### src/rtl/ga_rgb_sink.sv
// ga_rgb_sink
// Receiving end of the Gate Array colour pins. Samples the tri-level colour
// pin pairs and the sync pins on every 16 MHz tick, decodes each channel to
// 8-bit RGB plus the firmware colour number, and tracks beam position from
// the sync falling edges to produce windowed pixel coordinates, line/frame
// strobes, the last line length and sticky sync-loss flags.
//
// Ports
//   clk, RESET_N (async, active-low), cen_16 (tick enable)
//   RED_OE_N/RED, GREEN_OE_N/GREEN, BLUE_OE_N/BLUE : colour pins (OE_N=1 -> half)
//   HSYNC, VSYNC                                    : sync pins, active-high
//   R, G, B, FW_COLOUR                              : decoded colour
//   PIX_VALID, PIX_X, PIX_Y                         : active-window position
//   LINE_START, FRAME_START                         : one-tick strobes
//   LINE_LEN                                        : ticks in last completed line
//   HSYNC_LOST, VSYNC_LOST                          : sticky sync-loss flags
//
// Pins sampled on tick n are visible on every output after tick n+1; all
// outputs come from one register stage and are mutually aligned.
module ga_rgb_sink #(
  parameter logic [9:0] H_START    = 10'd160,
  parameter logic [9:0] H_WIDTH    = 10'd768,
  parameter logic [8:0] V_START    = 9'd32,
  parameter logic [8:0] V_HEIGHT   = 9'd272,
  parameter logic [7:0] HALF_LEVEL = 8'h80
) (
  input  logic       clk,
  input  logic       RESET_N,
  input  logic       cen_16,
  input  logic       RED_OE_N,
  input  logic       RED,
  input  logic       GREEN_OE_N,
  input  logic       GREEN,
  input  logic       BLUE_OE_N,
  input  logic       BLUE,
  input  logic       HSYNC,
  input  logic       VSYNC,
  output logic [7:0] R,
  output logic [7:0] G,
  output logic [7:0] B,
  output logic [4:0] FW_COLOUR,
  output logic       PIX_VALID,
  output logic [9:0] PIX_X,
  output logic [8:0] PIX_Y,
  output logic       LINE_START,
  output logic       FRAME_START,
  output logic [9:0] LINE_LEN,
  output logic       HSYNC_LOST,
  output logic       VSYNC_LOST
);

  // Bit positions of the pins inside the stage-1 sample vector.
  localparam int P_ROE = 0;
  localparam int P_RED = 1;
  localparam int P_GOE = 2;
  localparam int P_GRN = 3;
  localparam int P_BOE = 4;
  localparam int P_BLU = 5;
  localparam int P_HS  = 6;
  localparam int P_VS  = 7;

  // Window bounds widened by one bit so START+WIDTH cannot wrap.
  localparam logic [10:0] H_LO = {1'b0, H_START};
  localparam logic [10:0] H_HI = {1'b0, H_START} + {1'b0, H_WIDTH};
  localparam logic [9:0]  V_LO = {1'b0, V_START};
  localparam logic [9:0]  V_HI = {1'b0, V_START} + {1'b0, V_HEIGHT};

  // OE_N released -> half level; driven -> off or full by pin value.
  function automatic logic [1:0] lvl(input logic oe_n, input logic v);
    if (oe_n) return 2'd1;
    return v ? 2'd2 : 2'd0;
  endfunction

  function automatic logic [7:0] lvl_to_8(input logic [1:0] l);
    case (l)
      2'd1:    return HALF_LEVEL;
      2'd2:    return 8'hFF;
      default: return 8'h00;
    endcase
  endfunction

  logic [7:0] s1_q, s1_d;
  logic       hs_prev_q, hs_prev_d, vs_prev_q, vs_prev_d;
  logic [9:0] x_q, x_d;
  logic [8:0] y_q, y_d;
  logic       vs_pend_q, vs_pend_d;
  logic       hs_lost_q, hs_lost_d, vs_lost_q, vs_lost_d;
  logic [9:0] line_len_q, line_len_d;
  logic [7:0] r_q, r_d, g_q, g_d, b_q, b_d;
  logic [4:0] fw_q, fw_d;
  logic       pix_valid_q, pix_valid_d;
  logic [9:0] pix_x_q, pix_x_d;
  logic [8:0] pix_y_q, pix_y_d;
  logic       line_start_q, line_start_d, frame_start_q, frame_start_d;
  logic       hs_lost_o_q, hs_lost_o_d, vs_lost_o_q, vs_lost_o_d;

  logic       hs_fall, vs_fall, in_win;
  logic [1:0] r_lvl, g_lvl, b_lvl;

  always_comb begin
    s1_d          = s1_q;
    hs_prev_d     = hs_prev_q;
    vs_prev_d     = vs_prev_q;
    x_d           = x_q;
    y_d           = y_q;
    vs_pend_d     = vs_pend_q;
    hs_lost_d     = hs_lost_q;
    vs_lost_d     = vs_lost_q;
    line_len_d    = line_len_q;
    r_d           = r_q;
    g_d           = g_q;
    b_d           = b_q;
    fw_d          = fw_q;
    pix_valid_d   = pix_valid_q;
    pix_x_d       = pix_x_q;
    pix_y_d       = pix_y_q;
    line_start_d  = line_start_q;
    frame_start_d = frame_start_q;
    hs_lost_o_d   = hs_lost_o_q;
    vs_lost_o_d   = vs_lost_o_q;
    hs_fall       = 1'b0;
    vs_fall       = 1'b0;
    in_win        = 1'b0;
    r_lvl         = lvl(s1_q[P_ROE], s1_q[P_RED]);
    g_lvl         = lvl(s1_q[P_GOE], s1_q[P_GRN]);
    b_lvl         = lvl(s1_q[P_BOE], s1_q[P_BLU]);

    if (cen_16) begin
      s1_d      = {VSYNC, HSYNC, BLUE, BLUE_OE_N, GREEN, GREEN_OE_N, RED, RED_OE_N};
      hs_prev_d = s1_q[P_HS];
      vs_prev_d = s1_q[P_VS];
      hs_fall   = hs_prev_q & ~s1_q[P_HS];
      vs_fall   = vs_prev_q & ~s1_q[P_VS];

      line_start_d  = hs_fall;
      frame_start_d = 1'b0;

      if (hs_fall) begin
        // A line that ran into saturation has no meaningful length. A
        // 1024-tick line wraps to 0 in this 10-bit field.
        if (!hs_lost_q) line_len_d = x_q + 10'd1;
        hs_lost_d = 1'b0;
        x_d       = '0;
        if (vs_pend_q | vs_fall) begin
          y_d           = '0;
          vs_pend_d     = 1'b0;
          vs_lost_d     = 1'b0;
          frame_start_d = 1'b1;
        end else if (y_q == 9'h1FF) begin
          vs_lost_d = 1'b1;
        end else begin
          y_d = y_q + 9'd1;
        end
      end else begin
        // Flag only when an increment is blocked, so a full 1024-tick
        // line (x reaching 1023 then falling) is not a loss.
        if (x_q == 10'h3FF) hs_lost_d = 1'b1;
        else                x_d = x_q + 10'd1;
        if (vs_fall) vs_pend_d = 1'b1;
      end

      in_win = ({1'b0, x_d} >= H_LO) && ({1'b0, x_d} < H_HI) &&
               ({1'b0, y_d} >= V_LO) && ({1'b0, y_d} < V_HI);

      pix_valid_d = in_win;
      pix_x_d     = in_win ? (x_d - H_START) : '0;
      pix_y_d     = in_win ? (y_d - V_START) : '0;

      r_d  = lvl_to_8(r_lvl);
      g_d  = lvl_to_8(g_lvl);
      b_d  = lvl_to_8(b_lvl);
      fw_d = {3'b0, g_lvl} * 5'd9 + {3'b0, r_lvl} * 5'd3 + {3'b0, b_lvl};

      hs_lost_o_d = hs_lost_d;
      vs_lost_o_d = vs_lost_d;
    end
  end

  // Flag state resets set (no sync seen yet); the flag outputs reset to 0
  // like every other output and pick the state up on the first tick.
  always_ff @(posedge clk or negedge RESET_N) begin
    if (!RESET_N) begin
      s1_q          <= '0;
      hs_prev_q     <= 1'b0;
      vs_prev_q     <= 1'b0;
      x_q           <= 10'h3FF;
      y_q           <= 9'h1FF;
      vs_pend_q     <= 1'b0;
      hs_lost_q     <= 1'b1;
      vs_lost_q     <= 1'b1;
      line_len_q    <= '0;
      r_q           <= '0;
      g_q           <= '0;
      b_q           <= '0;
      fw_q          <= '0;
      pix_valid_q   <= 1'b0;
      pix_x_q       <= '0;
      pix_y_q       <= '0;
      line_start_q  <= 1'b0;
      frame_start_q <= 1'b0;
      hs_lost_o_q   <= 1'b0;
      vs_lost_o_q   <= 1'b0;
    end else begin
      s1_q          <= s1_d;
      hs_prev_q     <= hs_prev_d;
      vs_prev_q     <= vs_prev_d;
      x_q           <= x_d;
      y_q           <= y_d;
      vs_pend_q     <= vs_pend_d;
      hs_lost_q     <= hs_lost_d;
      vs_lost_q     <= vs_lost_d;
      line_len_q    <= line_len_d;
      r_q           <= r_d;
      g_q           <= g_d;
      b_q           <= b_d;
      fw_q          <= fw_d;
      pix_valid_q   <= pix_valid_d;
      pix_x_q       <= pix_x_d;
      pix_y_q       <= pix_y_d;
      line_start_q  <= line_start_d;
      frame_start_q <= frame_start_d;
      hs_lost_o_q   <= hs_lost_o_d;
      vs_lost_o_q   <= vs_lost_o_d;
    end
  end

  assign R           = r_q;
  assign G           = g_q;
  assign B           = b_q;
  assign FW_COLOUR   = fw_q;
  assign PIX_VALID   = pix_valid_q;
  assign PIX_X       = pix_x_q;
  assign PIX_Y       = pix_y_q;
  assign LINE_START  = line_start_q;
  assign FRAME_START = frame_start_q;
  assign LINE_LEN    = line_len_q;
  assign HSYNC_LOST  = hs_lost_o_q;
  assign VSYNC_LOST  = vs_lost_o_q;

endmodule

### config.mk
export PLATFORM = sky130hd
export DESIGN_NAME = ga_rgb_sink
export DESIGN_NICKNAME = d
export VERILOG_FILES = /design/src/rtl/ga_rgb_sink.sv
export SDC_FILE = /design/constraint.sdc
export NUM_CORES = 1
export LEC_CHECK = 0
export ABC_AREA = 1
export BUFFER_PORTS_ARGS = -buffer_cell sky130_fd_sc_hd__buf_4
export CELL_PAD_IN_SITES_DETAIL_PLACEMENT = 0
export CELL_PAD_IN_SITES_GLOBAL_PLACEMENT = 2
export CORE_ASPECT_RATIO = 2
export CORE_MARGIN = 1.5
export CORE_UTILIZATION = 30
export CTS_BUF_LIST = sky130_fd_sc_hd__clkbuf_8
export DETAILED_ROUTE_END_ITERATION = 8
export GPL_TIMING_DRIVEN = 0
export PLACE_DENSITY = 0.88
export SETUP_SLACK_MARGIN = 0.1
export SLEW_MARGIN = 5
export SYNTH_ARGS = -nofsm -noshare
export SYNTH_HDL_FRONTEND = slang
export SYNTH_SLANG_ARGS = --single-unit
### constraint.sdc
create_clock -name clk -period 2.44 [get_ports clk]
set_input_delay 0 -clock clk [delete_from_list [all_inputs] [get_ports clk]]
set_output_delay 0 -clock clk [all_outputs]
set_load 0.01 [all_outputs]
==> metrics.txt <==
# TYPE chip_impl_metric gauge
chip_impl_info{name="status",value="complete, no violations"} 1
chip_impl_metric{name="place.gp.congestion",unit=""} 0.835
chip_impl_metric{name="floorplan.initialDensity",unit="%"} 30.4
chip_impl_metric{name="detailedRoute.firstIterationViolations",unit=""} 148
chip_impl_metric{name="timing.final.hold_violations",unit=""} 0
chip_impl_metric{name="max-vdd-ir-drop",unit="uV"} 366
chip_impl_metric{name="drt_first_pass_iters",unit=""} 5
chip_impl_metric{name="share_seq_of_total_power",unit="%"} 44.2
chip_impl_metric{name="p_sw_share",unit="%"} 36.0
chip_impl_metric{name="chip_height",unit="um"} 170
chip_impl_metric{name="grt_antenna_before_repair",unit=""} 0
chip_impl_info{name="setup.worst_path.start_class",value="flop"} 1
chip_impl_metric{name="intPower",unit="W"} 0.00235
chip_impl_metric{name="grtUsageMet3",unit="%"} 2.81
chip_impl_info{name="min_from",value="cen_16"} 1
chip_impl_metric{name="yosys.area.top_type_share",unit="%"} 33.4
chip_impl_metric{name="worst_clock_skew",unit="ps"} 14.3
chip_impl_metric{name="drc_errors",unit=""} 0
chip_impl_metric{name="tns",unit="ps"} 0
chip_impl_info{name="synth_ff_type",value="sky130_fd_sc_hd__dfrtp_1"} 1
chip_impl_metric{name="vias",unit=""} 3882
chip_impl_metric{name="share_of_final_layout_standard_cells_stronger_than_drive_strength_1",unit="%"} 37.6
chip_impl_metric{name="setup.reg_to_reg.worst_slack",unit="ps"} 20
chip_impl_info{name="ys_top_cells_by_count",value="sky130_fd_sc_hd__nand2_1 (147), sky130_fd_sc_hd__dfrtp_1 (56), sky130_fd_sc_hd__inv_1 (49)"} 1
chip_impl_metric{name="worst_hold_slack",unit="ps"} 112
chip_impl_metric{name="stdcell_count",unit=""} 836
chip_impl_metric{name="synth.yosys.seq_area_share",unit="%"} 46.5
chip_impl_metric{name="rr_worst_depth",unit=""} 16
chip_impl_metric{name="vias_in_the_first_global_route",unit=""} 3901
chip_impl_metric{name="synth_async_sr_flop_share",unit="%"} 100
chip_impl_metric{name="finalCoreUtilization",unit="%"} 42.5
chip_impl_metric{name="h-tree-depth",unit=""} 3
chip_impl_info{name="path_class",value="flop to flop"} 1
chip_impl_metric{name="relSlewSlack",unit="%"} 32.5
chip_impl_metric{name="num_antenna_cells",unit=""} 0
chip_impl_metric{name="insertion_delay",unit="ps"} 370
chip_impl_metric{name="netlist-cell-type-count",unit=""} 36
chip_impl_metric{name="finalSetupViolations",unit=""} 0
chip_impl_metric{name="post-route-period-util",unit="%"} 99.1
chip_impl_metric{name="post-dp-hpwl",unit="mm"} 8.93
chip_impl_metric{name="final_period_minus_worst_setup_slack",unit="ps"} 2420
chip_impl_info{name="netlist_top_cells_area",value="sky130_fd_sc_hd__dfrtp_1 (33%), sky130_fd_sc_hd__dfstp_2 (13%), sky130_fd_sc_hd__nand2_1 (13%), sky130_fd_sc_hd__o21ai_0 (5.1%), sky130_fd_sc_hd__inv_1 (4.4%)"} 1
chip_impl_metric{name="maximum_clock_rate",unit="MHz"} 414
chip_impl_metric{name="grtUsageMet1",unit="%"} 17.6
chip_impl_metric{name="route.detailed.wl_per_inst",unit="um"} 15.0
chip_impl_info{name="worstReg2RegEnd",value="PIX_X[1]"} 1
chip_impl_metric{name="maximum_capacitance_violations",unit=""} 0
chip_impl_info{name="busiest_layer",value="met2"} 1
chip_impl_info{name="regToRegStartpoint",value="x_q[0]"} 1
chip_impl_metric{name="grt_remaining_overflow",unit=""} 0
chip_impl_metric{name="netSwitchingPower",unit="W"} 0.00132
chip_impl_metric{name="top_level_ports",unit=""} 74
chip_impl_metric{name="coreArea",unit="mm^2"} 0.0138
chip_impl_metric{name="timing.critical_path.required",unit="ps"} 2730
chip_impl_metric{name="power_density",unit="mW/mm^2"} 625
chip_impl_metric{name="timing_worst_slew_pin_value",unit="ps"} 1010
chip_impl_metric{name="clkSlewWorstSetupHoldPaths",unit="ps"} 90
chip_impl_info{name="yosysTopAreaCell",value="sky130_fd_sc_hd__dfrtp_1"} 1
chip_impl_metric{name="avgSynthCellArea",unit="um^2"} 8.10
chip_impl_metric{name="syn-num-nets",unit=""} 541
chip_impl_info{name="post-synth-top-count-cell",value="sky130_fd_sc_hd__nand2_1"} 1
chip_impl_info{name="endpoint_kind",value="flop"} 1
chip_impl_metric{name="cts_made_buffers",unit=""} 9
chip_impl_metric{name="ctsLongestPathBuffers",unit=""} 2
chip_impl_metric{name="synth_enable_flop_cells",unit=""} 0
chip_impl_metric{name="final_antenna_net_count",unit=""} 0
chip_impl_metric{name="pin_count_of_the_biggest_net_entering_global_routing",unit=""} 78
chip_impl_metric{name="leakagePower",unit="nW"} 2.83
chip_impl_metric{name="instance_count_of_the_mapped_netlist",unit=""} 518
chip_impl_metric{name="grt_first_pass_wirelength",unit="mm"} 19.6
chip_impl_metric{name="yosysWarnings",unit=""} 0
chip_impl_metric{name="crit_path_max_fanout",unit=""} 5
chip_impl_metric{name="floorplan.die.width",unit="um"} 86.6
chip_impl_metric{name="clkSinkCount",unit=""} 77
chip_impl_metric{name="mappedNetlistArea",unit="mm^2"} 0.00420
chip_impl_info{name="cts_tree",value="built"} 1
chip_impl_info{name="rsz_0062_raised_after_global_routing",value="yes"} 1
chip_impl_metric{name="dieArea",unit="mm^2"} 0.0147
chip_impl_info{name="worst_hold_path.endpoint",value="PIX_Y[0]"} 1
chip_impl_metric{name="placement_rows",unit=""} 61
chip_impl_metric{name="detail_route.wirelength",unit="mm"} 12.5
chip_impl_metric{name="post-place-cells",unit=""} 779
chip_impl_metric{name="worstPathArrival",unit="ps"} 2710
chip_impl_metric{name="hold_critical_path_depth",unit=""} 4
chip_impl_metric{name="num-nets-final",unit=""} 665
chip_impl_metric{name="grt.total_usage",unit="%"} 17.5
chip_impl_metric{name="placement.io_buffers",unit=""} 72
chip_impl_info{name="clock-root-buffer",value="sky130_fd_sc_hd__clkbuf_8"} 1
chip_impl_metric{name="power.share.clock",unit="%"} 24.6
chip_impl_metric{name="detail_route.vias_per_cell",unit=""} 4.64
chip_impl_metric{name="maxSlewViolCount",unit=""} 0
chip_impl_info{name="class_of_the_tightest_hold_or_removal_check",value="input port to flop"} 1
chip_impl_metric{name="met2_usage",unit="%"} 33.9
chip_impl_metric{name="layout-area-overhead-vs-synth",unit="%"} 39.9
chip_impl_metric{name="power.share.combinational",unit="%"} 31.3
chip_impl_metric{name="synth-seq-cells",unit=""} 77
metal layers:
| layer | share of wire (%) | routed length, um |
|---|---|---|
| met5 | 0 | 0 |
| met4 | 4.0 | 497 |
| met3 | 2.7 | 335 |
| met2 | 57 | 7110 |
| met1 | 37 | 4580 |
registers in the layout, indices dropped and copies added, names as in the netlist, 2 cells and up:
register / cells
G: 2
FW_COLOUR: 5
B: 2
s1_q: 8
R: 2
PIX_X: 10
PIX_Y: 9
y_q: 9
LINE_LEN: 10
x_q: 10
cell families after synthesis:
kind of cell	Yosys count	share of synthesized area [%]
flip-flops	77	46.5
buffers and inverters	91	10.5
AO/OA/AOI/OAI	82	11.8
AND/OR/NAND/NOR	248	25.6
XOR/XNOR	8	1.67
adder cells (fa/ha/maj)	12	3.94
final cells by class:
cell class              instances  area, um^2
fillers                      1400        7940
multi-input cells             351        2150
flip-flops and latches         77        1950
repair buffers                112         905
plain buffers                  37         241
well taps                     189         236
inverters                      54         208
clock buffers                   9         124
clock inverters                 7        50.0
worst max-delay path, cell delays in order (launching register included):
cell	delay, ps
sky130_fd_sc_hd__dfstp_2	590
sky130_fd_sc_hd__ha_4	170
sky130_fd_sc_hd__nand2_4	60
sky130_fd_sc_hd__nor2_4	100
sky130_fd_sc_hd__nand3_2	100
sky130_fd_sc_hd__buf_6	140
sky130_fd_sc_hd__nand2_4	60
sky130_fd_sc_hd__nand2_4	50
sky130_fd_sc_hd__inv_4	60
sky130_fd_sc_hd__ha_4	120
sky130_fd_sc_hd__nand3_2	60
sky130_fd_sc_hd__nor2_1	90
sky130_fd_sc_hd__nand3_1	140
sky130_fd_sc_hd__nand3_2	150
sky130_fd_sc_hd__buf_6	130
sky130_fd_sc_hd__nand3_4	150
sky130_fd_sc_hd__o21ai_2	160
through the flow:
step | setup slack [ps] | total power, W | area, um^2
finish | 23.1 | 0.00367 | 5870
global route | -93.3 | 0.00388 | 5870
CTS | 29.3 | 0.00366 | 5710
detailed placement | -323 | 0.00261 | 4980
global placement | -303 | 0.00258 | 4980
floorplan | 114 | 0.00218 | 4200
layout by cell type, fill, tap and decap left out, types with 7 or more instances in the layout:
| cell | count |
|---|---|
| sky130_fd_sc_hd__o21ai_2 | 7 |
| sky130_fd_sc_hd__inv_1 | 46 |
| sky130_fd_sc_hd__dfstp_2 | 21 |
| sky130_fd_sc_hd__nand2_1 | 137 |
| sky130_fd_sc_hd__nand3_1 | 23 |
| sky130_fd_sc_hd__o21bai_4 | 9 |
| sky130_fd_sc_hd__dlygate4sd3_1 | 9 |
| sky130_fd_sc_hd__buf_4 | 117 |
| sky130_fd_sc_hd__o21ai_0 | 42 |
| sky130_fd_sc_hd__clkbuf_8 | 9 |
| sky130_fd_sc_hd__dfrtp_1 | 56 |
| sky130_fd_sc_hd__nand2_2 | 12 |
| sky130_fd_sc_hd__nor2_1 | 39 |
| sky130_fd_sc_hd__clkbuf_1 | 11 |
| sky130_fd_sc_hd__nand3_2 | 9 |
how the worst max path moves through the flow:
stage	endpoint	slack [ps]	from	cells past startpoint
after CTS	PIX_Y[7]	30	y_q[1]	16
final	PIX_X[1]	20	x_q[0]	16
after detailed placement	PIX_X[3]	-320	x_q[0]	15
after global routing	PIX_Y[0]	-90	y_q[0]	16
after floorplan	PIX_Y[7]	110	x_q[0]	16
after global placement	PIX_X[2]	-300	x_q[0]	15
power groups by stage:
stage	combinational [W]	sequential, W	clock [W]
5_1_grt	0.00126	0.00164	0.000971
6_report	0.00115	0.00162	0.000901
4_1_cts	0.00111	0.00162	0.000930
2_1_floorplan	0.000515	0.00166	0
3_3_place_gp	0.000943	0.00164	0
3_5_place_dp	0.000956	0.00165	0
what timing repair did:
action | 4_1_cts | 5_1_grt
endpoints found under the setup margin | 20 | 28
buffers inserted | 27 | 3
pin swaps | 22 | 18
gates cloned | 2 | 0
endpoints found under the hold margin | 64 | 0
hold buffers | 9 | 0
resized for setup | 43 | 34
Note: power is estimated with default switching activity, not from simulation.
